**config.mk**
```make
export PLATFORM = sky130hd
export DESIGN_NAME = bcd_event_counter
export DESIGN_NICKNAME = d
export VERILOG_FILES = /design/src/rtl/bcd_event_counter.sv
export SDC_FILE = /design/constraint.sdc
export NUM_CORES = 1
export LEC_CHECK = 0
export ABC_AREA = 1
export BUFFER_PORTS_ARGS = -buffer_cell sky130_fd_sc_hd__buf_2
export CAP_MARGIN = 20
export CELL_PAD_IN_SITES_DETAIL_PLACEMENT = 0
export CELL_PAD_IN_SITES_GLOBAL_PLACEMENT = 2
export CORE_MARGIN = 3
export CORE_UTILIZATION = 38
export DETAILED_ROUTE_END_ITERATION = 10
export PLACE_DENSITY = 0.87
export SLEW_MARGIN = 20
export SYNTH_ARGS = -nofsm -noshare
export SYNTH_HDL_FRONTEND = slang
export SYNTH_HIERARCHICAL = 1
export SYNTH_SLANG_ARGS = --single-unit
```
**constraint.sdc**
```tcl
create_clock -name clk -period 16.47 [get_ports clk]
set_input_delay 1.647 -clock clk [delete_from_list [all_inputs] [get_ports clk]]
set_output_delay 1.647 -clock clk [all_outputs]
set_load 0.03 [all_outputs]
```
**src/rtl/bcd_event_counter.sv**
```systemverilog
// bcd_event_counter
//   Eight-digit packed-BCD up/down event counter. An asynchronous count pulse
//   is synchronized and edge-detected, then steps a live BCD count. A
//   free-running prescaler offers a publish opportunity every UPDATE_PERIOD
//   cycles. At that point the live count is copied to cnt_out, with a
//   one-cycle trigger, but only if the count changed or a publish is forced.
//
// Ports
//   clk        system clock, rising edge
//   reset      asynchronous active-low reset
//   cnt_pulse  asynchronous count event (rising edge counts once)
//   up_down    1 = increment, 0 = decrement
//   enable     0 discards count events
//   clear      zeroes live count and overflow, forces the next publish
//   cnt_out    published snapshot, digit 0 in [3:0]
//   trigger    one-cycle pulse when a new cnt_out first appears
//   overflow   sticky wrap flag

// One BCD digit of the ripple chain. cin is "this digit steps". cout is
// the carry (up) or borrow (down) into the next digit.
module bcd_digit (
  input  logic [3:0] d,
  input  logic       up,
  input  logic       cin,
  output logic [3:0] q,
  output logic       cout
);
  always_comb begin
    q    = d;
    cout = 1'b0;
    if (cin) begin
      if (up) begin
        if (d >= 4'd9) begin
          q    = 4'd0;
          cout = 1'b1;
        end else begin
          q = d + 4'd1;
        end
      end else begin
        if (d == 4'd0) begin
          q    = 4'd9;
          cout = 1'b1;
        end else if (d > 4'd9) begin
          q = 4'd9;
        end else begin
          q = d - 4'd1;
        end
      end
    end
  end
endmodule

module bcd_event_counter #(
  parameter int UPDATE_PERIOD = 128
) (
  input  logic        clk,
  input  logic        reset,
  input  logic        cnt_pulse,
  input  logic        up_down,
  input  logic        enable,
  input  logic        clear,
  output logic [31:0] cnt_out,
  output logic        trigger,
  output logic        overflow
);
  localparam int NUM_DIGITS = 8;
  localparam int PW         = (UPDATE_PERIOD > 1) ? $clog2(UPDATE_PERIOD) : 1;

  // sync_pipe[0]=s1, [1]=s2, [2]=s3
  logic [2:0]                  sync_pipe;
  logic [NUM_DIGITS-1:0][3:0]  live;
  logic [NUM_DIGITS-1:0][3:0]  live_nxt;
  logic [NUM_DIGITS:0]         carry;
  logic [PW-1:0]               presc;
  logic                        force_pub;
  logic                        ev;
  logic                        tick;
  logic                        wrap;

  assign ev       = sync_pipe[1] & ~sync_pipe[2];
  assign tick     = (presc == PW'(UPDATE_PERIOD - 1));
  assign carry[0] = 1'b1;
  assign wrap     = carry[NUM_DIGITS];

  for (genvar g = 0; g < NUM_DIGITS; g++) begin : g_digit
    bcd_digit u_digit (
      .d    (live[g]),
      .up   (up_down),
      .cin  (carry[g]),
      .q    (live_nxt[g]),
      .cout (carry[g+1])
    );
  end

  always_ff @(posedge clk or negedge reset) begin
    if (!reset) begin
      sync_pipe <= '0;
      live      <= '0;
      cnt_out   <= '0;
      trigger   <= 1'b0;
      overflow  <= 1'b0;
      presc     <= '0;
      force_pub <= 1'b1;
    end else begin
      sync_pipe <= {sync_pipe[1:0], cnt_pulse};
      presc     <= tick ? '0 : presc + PW'(1);
      trigger   <= 1'b0;

      // Publish looks at the pre-update live value, so an event landing on
      // the tick cycle shows up at the following tick.
      if (tick && ((live != cnt_out) || force_pub)) begin
        cnt_out   <= live;
        trigger   <= 1'b1;
        force_pub <= 1'b0;
      end

      // Clear wins over a coincident event and re-arms the forced publish.
      if (clear) begin
        live      <= '0;
        overflow  <= 1'b0;
        force_pub <= 1'b1;
      end else if (ev && enable) begin
        live <= live_nxt;
        if (wrap) overflow <= 1'b1;
      end
    end
  end
endmodule

```
Yosys cells after proc, flatten, opt, wreduce, memory -nomap -nowiden
Cells that the tools add are included.
- bits in registers: 77
- word-level logic and storage cells: 159
- muxes and demuxes: 79
- bitwise operators: 2
- equality and inequality tests: 2
- reduce and logical (&&, ||, !) cells: 29
- $lt $le $gt $ge: 16
- $add $sub $neg: 17
- operator list (cell ; number):
    $mux 4 ; 39
    $mux 32 ; 2
    $mux 1 ; 37
    $add 4x1->4 const B ; 8
    $ge 4x4->1 const B ; 8
    $gt 4x4->1 const B ; 8
    $logic_not 4->1 ; 8
    $ne 32x32->1 ; 1
    $sub 4x1->4 const B ; 8
    $reduce_bool 2->1 ; 10
    $reduce_and 2->1 ; 8
    $add 7x1->7 const B ; 1
    $eq 7x7->1 const B ; 1
    $mux 7 ; 1
    $logic_and 1x1->1 ; 2
    $and 1x1->1 ; 1
    $logic_or 1x1->1 ; 1
    $not 1->1 ; 1

Longest topological paths before layout
- depth in word-level cells: 13
- depth in mapped cells: 25

Modules after synthesis
The synthesis kept the hierarchy.
- by module, submodules not included (module ; sequential area each (um^2) ; cells an instance ; instances ; area each (um^2)):
    bcd_event_counter ; 1928.1 ; 426 ; 1 ; 3658.5
    bcd_digit ; 0.0 ; 59 ; 8 ; 324.1

Worst setup path after synthesis
No wires, ideal clock.
- kind: input -> register
- from: input port up_down
- to: register overflow
- path slack: 10246 ps
- arrival time: 6146 ps
- path buffers: 0
- library setup time: 77 ps
- data required time: 16393 ps
- cell stages on the path: 19
- cells stage by stage: inv_1 -> nor2_2 -> nor3_1 -> inv_1 -> nor3_1 -> inv_1 -> nor3_1 -> inv_1 -> nor3_1 -> inv_1 -> nor3_1 -> inv_1 -> nor3_1 -> inv_1 -> nor3_1 -> inv_1 -> nor3_1 -> nand2_1 -> a21oi_1
- word-level cells in the longest chain between the ends: 10
- elaborated cells between the ends (all ways): 17
- those cells by class: 15 x mux; 2 x reduce/logical
- ends and longest elaborated chain (what ; RTL line ; source):
    start, declared ; 59 ; input logic up_down,
    $mux 1 ; 32 ; if (up) begin
    net carry[1] ; 73 ; logic [NUM_DIGITS:0] carry;
    $mux 1 ; 31 ; if (cin) begin
    net carry[2] ; 73 ;
    $mux 1 ; 31 ;
    net carry[3] ; 73 ;
    $mux 1 ; 31 ;
    net carry[4] ; 73 ;
    (+1 left out) ; - ;
    net carry[5] ; 73 ;
    $mux 1 ; 31 ;
    net carry[6] ; 73 ;
    $mux 1 ; 31 ;
    net carry[7] ; 73 ;
    $mux 1 ; 31 ;
    net carry[8] ; 73 ;
    $reduce_bool 2->1 (no line) ; - ;
    $reduce_and 2->1 (no line) ; - ;
    end signal, assigned ; 101 ; overflow <= 1'b0;
    end signal, assigned ; 120 ; overflow <= 1'b0;
    end signal, assigned ; 124 ; if (wrap) overflow <= 1'b1;
    end, declared ; 64 ; output logic overflow
The timed path passes the listed nets, and every way through them passes these cells.
A chain may end at the register's enable or synchronous reset.

Worst setup path in the final report
Ends and elaborated chain as after synthesis.

==> summary.log <==
INFO  run_status     run_status=completed
INFO  power_and_ir_drop power=405uW
INFO  synthesis      syn_area_per_cell=6.96squm
INFO  synthesis      cell_taking_the_most_area_after_synthesis=dfrtp_1
INFO  drt            drc=0
INFO  worst_setup_path count_of_buffer_and_inverter_cells_on_the_critical_path=9
INFO  floorplan      die_h=134microns
INFO  worst_setup_path criticalPathCategory=primary input to register
INFO  flow_run       max_cap_viol_count=0
INFO  clock_tree     insertion_delay=0.35ns
INFO  global_routing grt_overflow=0
INFO  power_and_ir_drop leakage=3.42nW
INFO  sta            worst_slack=8.63ns
INFO  floorplan      coreArea=16000squm
INFO  synthesis      yosysUniqueCellTypes=33
INFO  clock_tree     max-clock-path-buffers=2
INFO  drt            final_antenna_net_count=0
INFO  synthesis      ys_seq_area_share=30.8%
INFO  clock_tree     cts_sinks=77
INFO  worst_setup_path cpLargestDelayFamily=simple AND/OR/NAND/NOR gates
INFO  clock_tree     cts_tree=yes
INFO  drt            via_per_inst=4.76
INFO  worst_setup_path timing.critical_path.slowest_stage_cell=nor3_1
INFO  placed_design  detailed_place.area=6540squm
INFO  synthesis      yosysTopAreaCellShare=30.4%
INFO  final_layout   share_of_layout_cells_above_drive_strength_1=15.0%
INFO  drt            detail_route.wl_per_cell=13.8microns
INFO  sta            clock.fmax=128MHz
INFO  worst_setup_path crit_path_max_fanout=32
INFO  hold_path      hp-class=register to register
INFO  final_layout   fin_util=42.5%
INFO  placed_design  gpl.final_weighted_congestion=0.866
INFO  clock_tree     post_cts.repair.setup_buffers=0
INFO  placed_design  place.detailed.hpwl=10800microns
INFO  sta            timing.final.hold_violations=0
INFO  global_routing first_global_vias=5361
INFO  synthesis      synth_area=6250squm
INFO  clock_tree     post_cts.resized_instances=0
INFO  final_layout   layout-area-overhead-vs-synth=8.73%
INFO  synthesis      synth.ff_latch_count=77
INFO  clock_tree     cts.root.buffer_cell=clkbuf_16
INFO  sta            final.period_utilization=47.6%
INFO  worst_setup_path cp_cell_sequence=buf_2, buf_4, a31oi_4, nor3_1, inv_1, nor3_1, inv_1, nor3_1, inv_1, nor3_1, inv_1, nor3_1, inv_1, nor3_1, inv_1, nor3_1, inv_1, nor3_1, nand2_1, a21oi_1
INFO  synthesis      synth_warnings=6
INFO  sta            worst_slew_margin_rel=53.2%
INFO  drt            detail_route.first_pass.iterations=4
INFO  clock_tree     tritoncts_buffer_count=9
INFO  global_routing grt_first_pass_wirelength=27100microns
INFO  global_routing grt_max_degree=48
INFO  final_layout   insertedDiodeCount=0
INFO  drt            totalWireLength=15900microns
INFO  floorplan      design.portCount=40
INFO  worst_setup_path required=16.74ns
INFO  placed_design  preCtsSetupSlack=8.32ns
INFO  synthesis      synthFlopType=dfrtp_1
INFO  floorplan      start_util=39.1%
INFO  sta            setup_viol=0
INFO  global_routing grt_usage=18.6%
INFO  sta            timing.final.max_slew_violations=0
INFO  sta            fin_worst_hold_slack=0.359ns
INFO  worst_setup_path cp_slowest_stage_delay=0.61ns
INFO  global_routing grt_antenna_before_repair=0
INFO  floorplan      placementRows=46
INFO  synthesis      post_synthesis_cell_count=898
INFO  floorplan      die-area=18000squm
INFO  clock_tree     ctsHoldBuffers=0
INFO  worst_setup_path crit_path_frequent_cell=nor3_1
INFO  final_layout   post_layout_nonfiller_instances=1152
INFO  sta            min_period=7.84ns
INFO  floorplan      die_w=134microns
INFO  sta            skew=0.00998ns
INFO  placed_design  placed_cells_incl_taps=1137
INFO  clock_tree     clk_transition_reported_paths=0.06ns
INFO  placed_design  portBuffers=39
INFO  synthesis      synth_top_cells_by_area=dfrtp_1 30%, nand2_1 18%, nand3_1 10%, ha_1 6.6%, inv_1 6.1%
INFO  worst_setup_path critPathLaunchType=primary input
INFO  clock_tree     cts-htree-levels=3
INFO  synthesis      synth_enable_flop_cells=0
INFO  sta            tightest_slew=0.697ns
INFO  power_and_ir_drop ir_drop=50.5uV
INFO  drt            vias=5486
INFO  final_layout   final_design_area_no_fill=6800squm
INFO  power_and_ir_drop cellPowerDensity=59.6nW/um^2
INFO  worst_setup_path minimum_setup_slack_among_reg_to_reg_paths=9.36ns
INFO  sta            unrepaired_setup_endpoints_after_global_routing=no
INFO  sta            totalNegativeSetupSlack=0ns
INFO  synthesis      synth_async_sr_flop_share=100%
INFO  worst_setup_path endpoint_kind=register
INFO  final_layout   num-nets-final=971
INFO  worst_setup_path worst_ep_arrival_time=8.10ns
INFO  drt            drt_iter0_drc=282
-- layer usage --
layer / up-vias / share of wire, % / global-route usage (%)
li1: 2911 / - / -
met1: 2487 / 50 / 25.8
met2: 82 / 46 / 30.6
met3: 6 / 3.4 / 4.13
met4: 0 / 0.51 / 2.43
met5: - / 0 / 0
-- registers in the layout, summed over array words and instances, names as in the netlist --
signal     cells
cnt_out       32
live          32
presc          7
sync_pipe      3
force_pub      1
overflow       1
trigger        1
-- worst paths after layout --
check | from | to | depth (start not counted)
setup / recovery | up_down | overflow$_DFFE_PN0P_ | 20
hold / removal | sync_pipe[0]$_DFF_PN0_ | sync_pipe[1]$_DFF_PN0_ | 0
setup reg to reg | live[0]$_DFFE_PN0P_ | overflow$_DFFE_PN0P_ | 23
hold reg to reg | sync_pipe[0]$_DFF_PN0_ | sync_pipe[1]$_DFF_PN0_ | 0
max in group asynchronous | reset | cnt_out[0]$_DFFE_PN0P_ | 2
min in group asynchronous | reset | cnt_out[17]$_DFFE_PN0P_ | 1
-- logic make-up after synthesis --
logic type,Yosys count,synth area share [%]
xor+xnor,24,3.36
fa+ha+maj,33,6.61
flops,77,30.8
buf+inv,147,12.2
other cells,1,0.0600
compound gates,64,7.23
simple gates,552,39.7
-- Yosys cell counts, types with 9 or more instances --
library cell / n
buf_6: 11
clkbuf_1: 9
dfrtp_1: 76
ha_1: 33
inv_1: 102
inv_2: 9
nand2_1: 295
nand2_2: 31
nand3_1: 130
nand3_2: 10
nand4_1: 13
nor2_1: 51
nor2_2: 10
o21ai_0: 44
xnor2_1: 19
-- report_power, final --
| group | internal [mW] | switching [mW] |
|---|---|---|
| sequential | 0.190 | 0.00173 |
| clock | 0.105 | 0.0787 |
| combinational | 0.00761 | 0.0216 |
-- placed cells by master (no fill, tap or decap), drive strengths merged --
cell type / netlist / final
dfrtp: 76 / 76
nor2: 63 / 63
dfstp: 1 / 1
o21ai: 52 / 52
nand4: 13 / 13
conb: 1 / 6
clkinv: 1 / 3
nand3: 140 / 140
buf: 16 / 45
xor2: 5 / 5
o22ai: 1 / 1
inv: 119 / 119
nor3: 8 / 8
xnor2: 19 / 19
nand2: 328 / 328
clkbuf: 11 / 13
a31oi: 8 / 8
a21oi: 3 / 3
ha: 33 / 33
-- area by class of cell --
| type | count | area, sq um |
|---|---|---|
| clock buffer | 13 | 250 |
| clock inverter | 2 | 10.0 |
| fill | 1731 | 9200 |
| inverter | 120 | 510 |
| multi-input combinational | 679 | 3580 |
| sequential | 77 | 1930 |
| tap | 216 | 270 |
| timing repair buffer | 45 | 243 |
-- worst register-to-register path, delay by kind of cell (launching register included) --
family                   cells  cell delay, ns
AO/OA/AOI/OAI                1            0.13
adder cells (fa/ha/maj)      1            0.25
buffers and inverters        8            1.52
flip-flops                   1            0.48
AND/OR/NAND/NOR             13            4.66
Note: power is estimated with default switching activity, not from simulation.
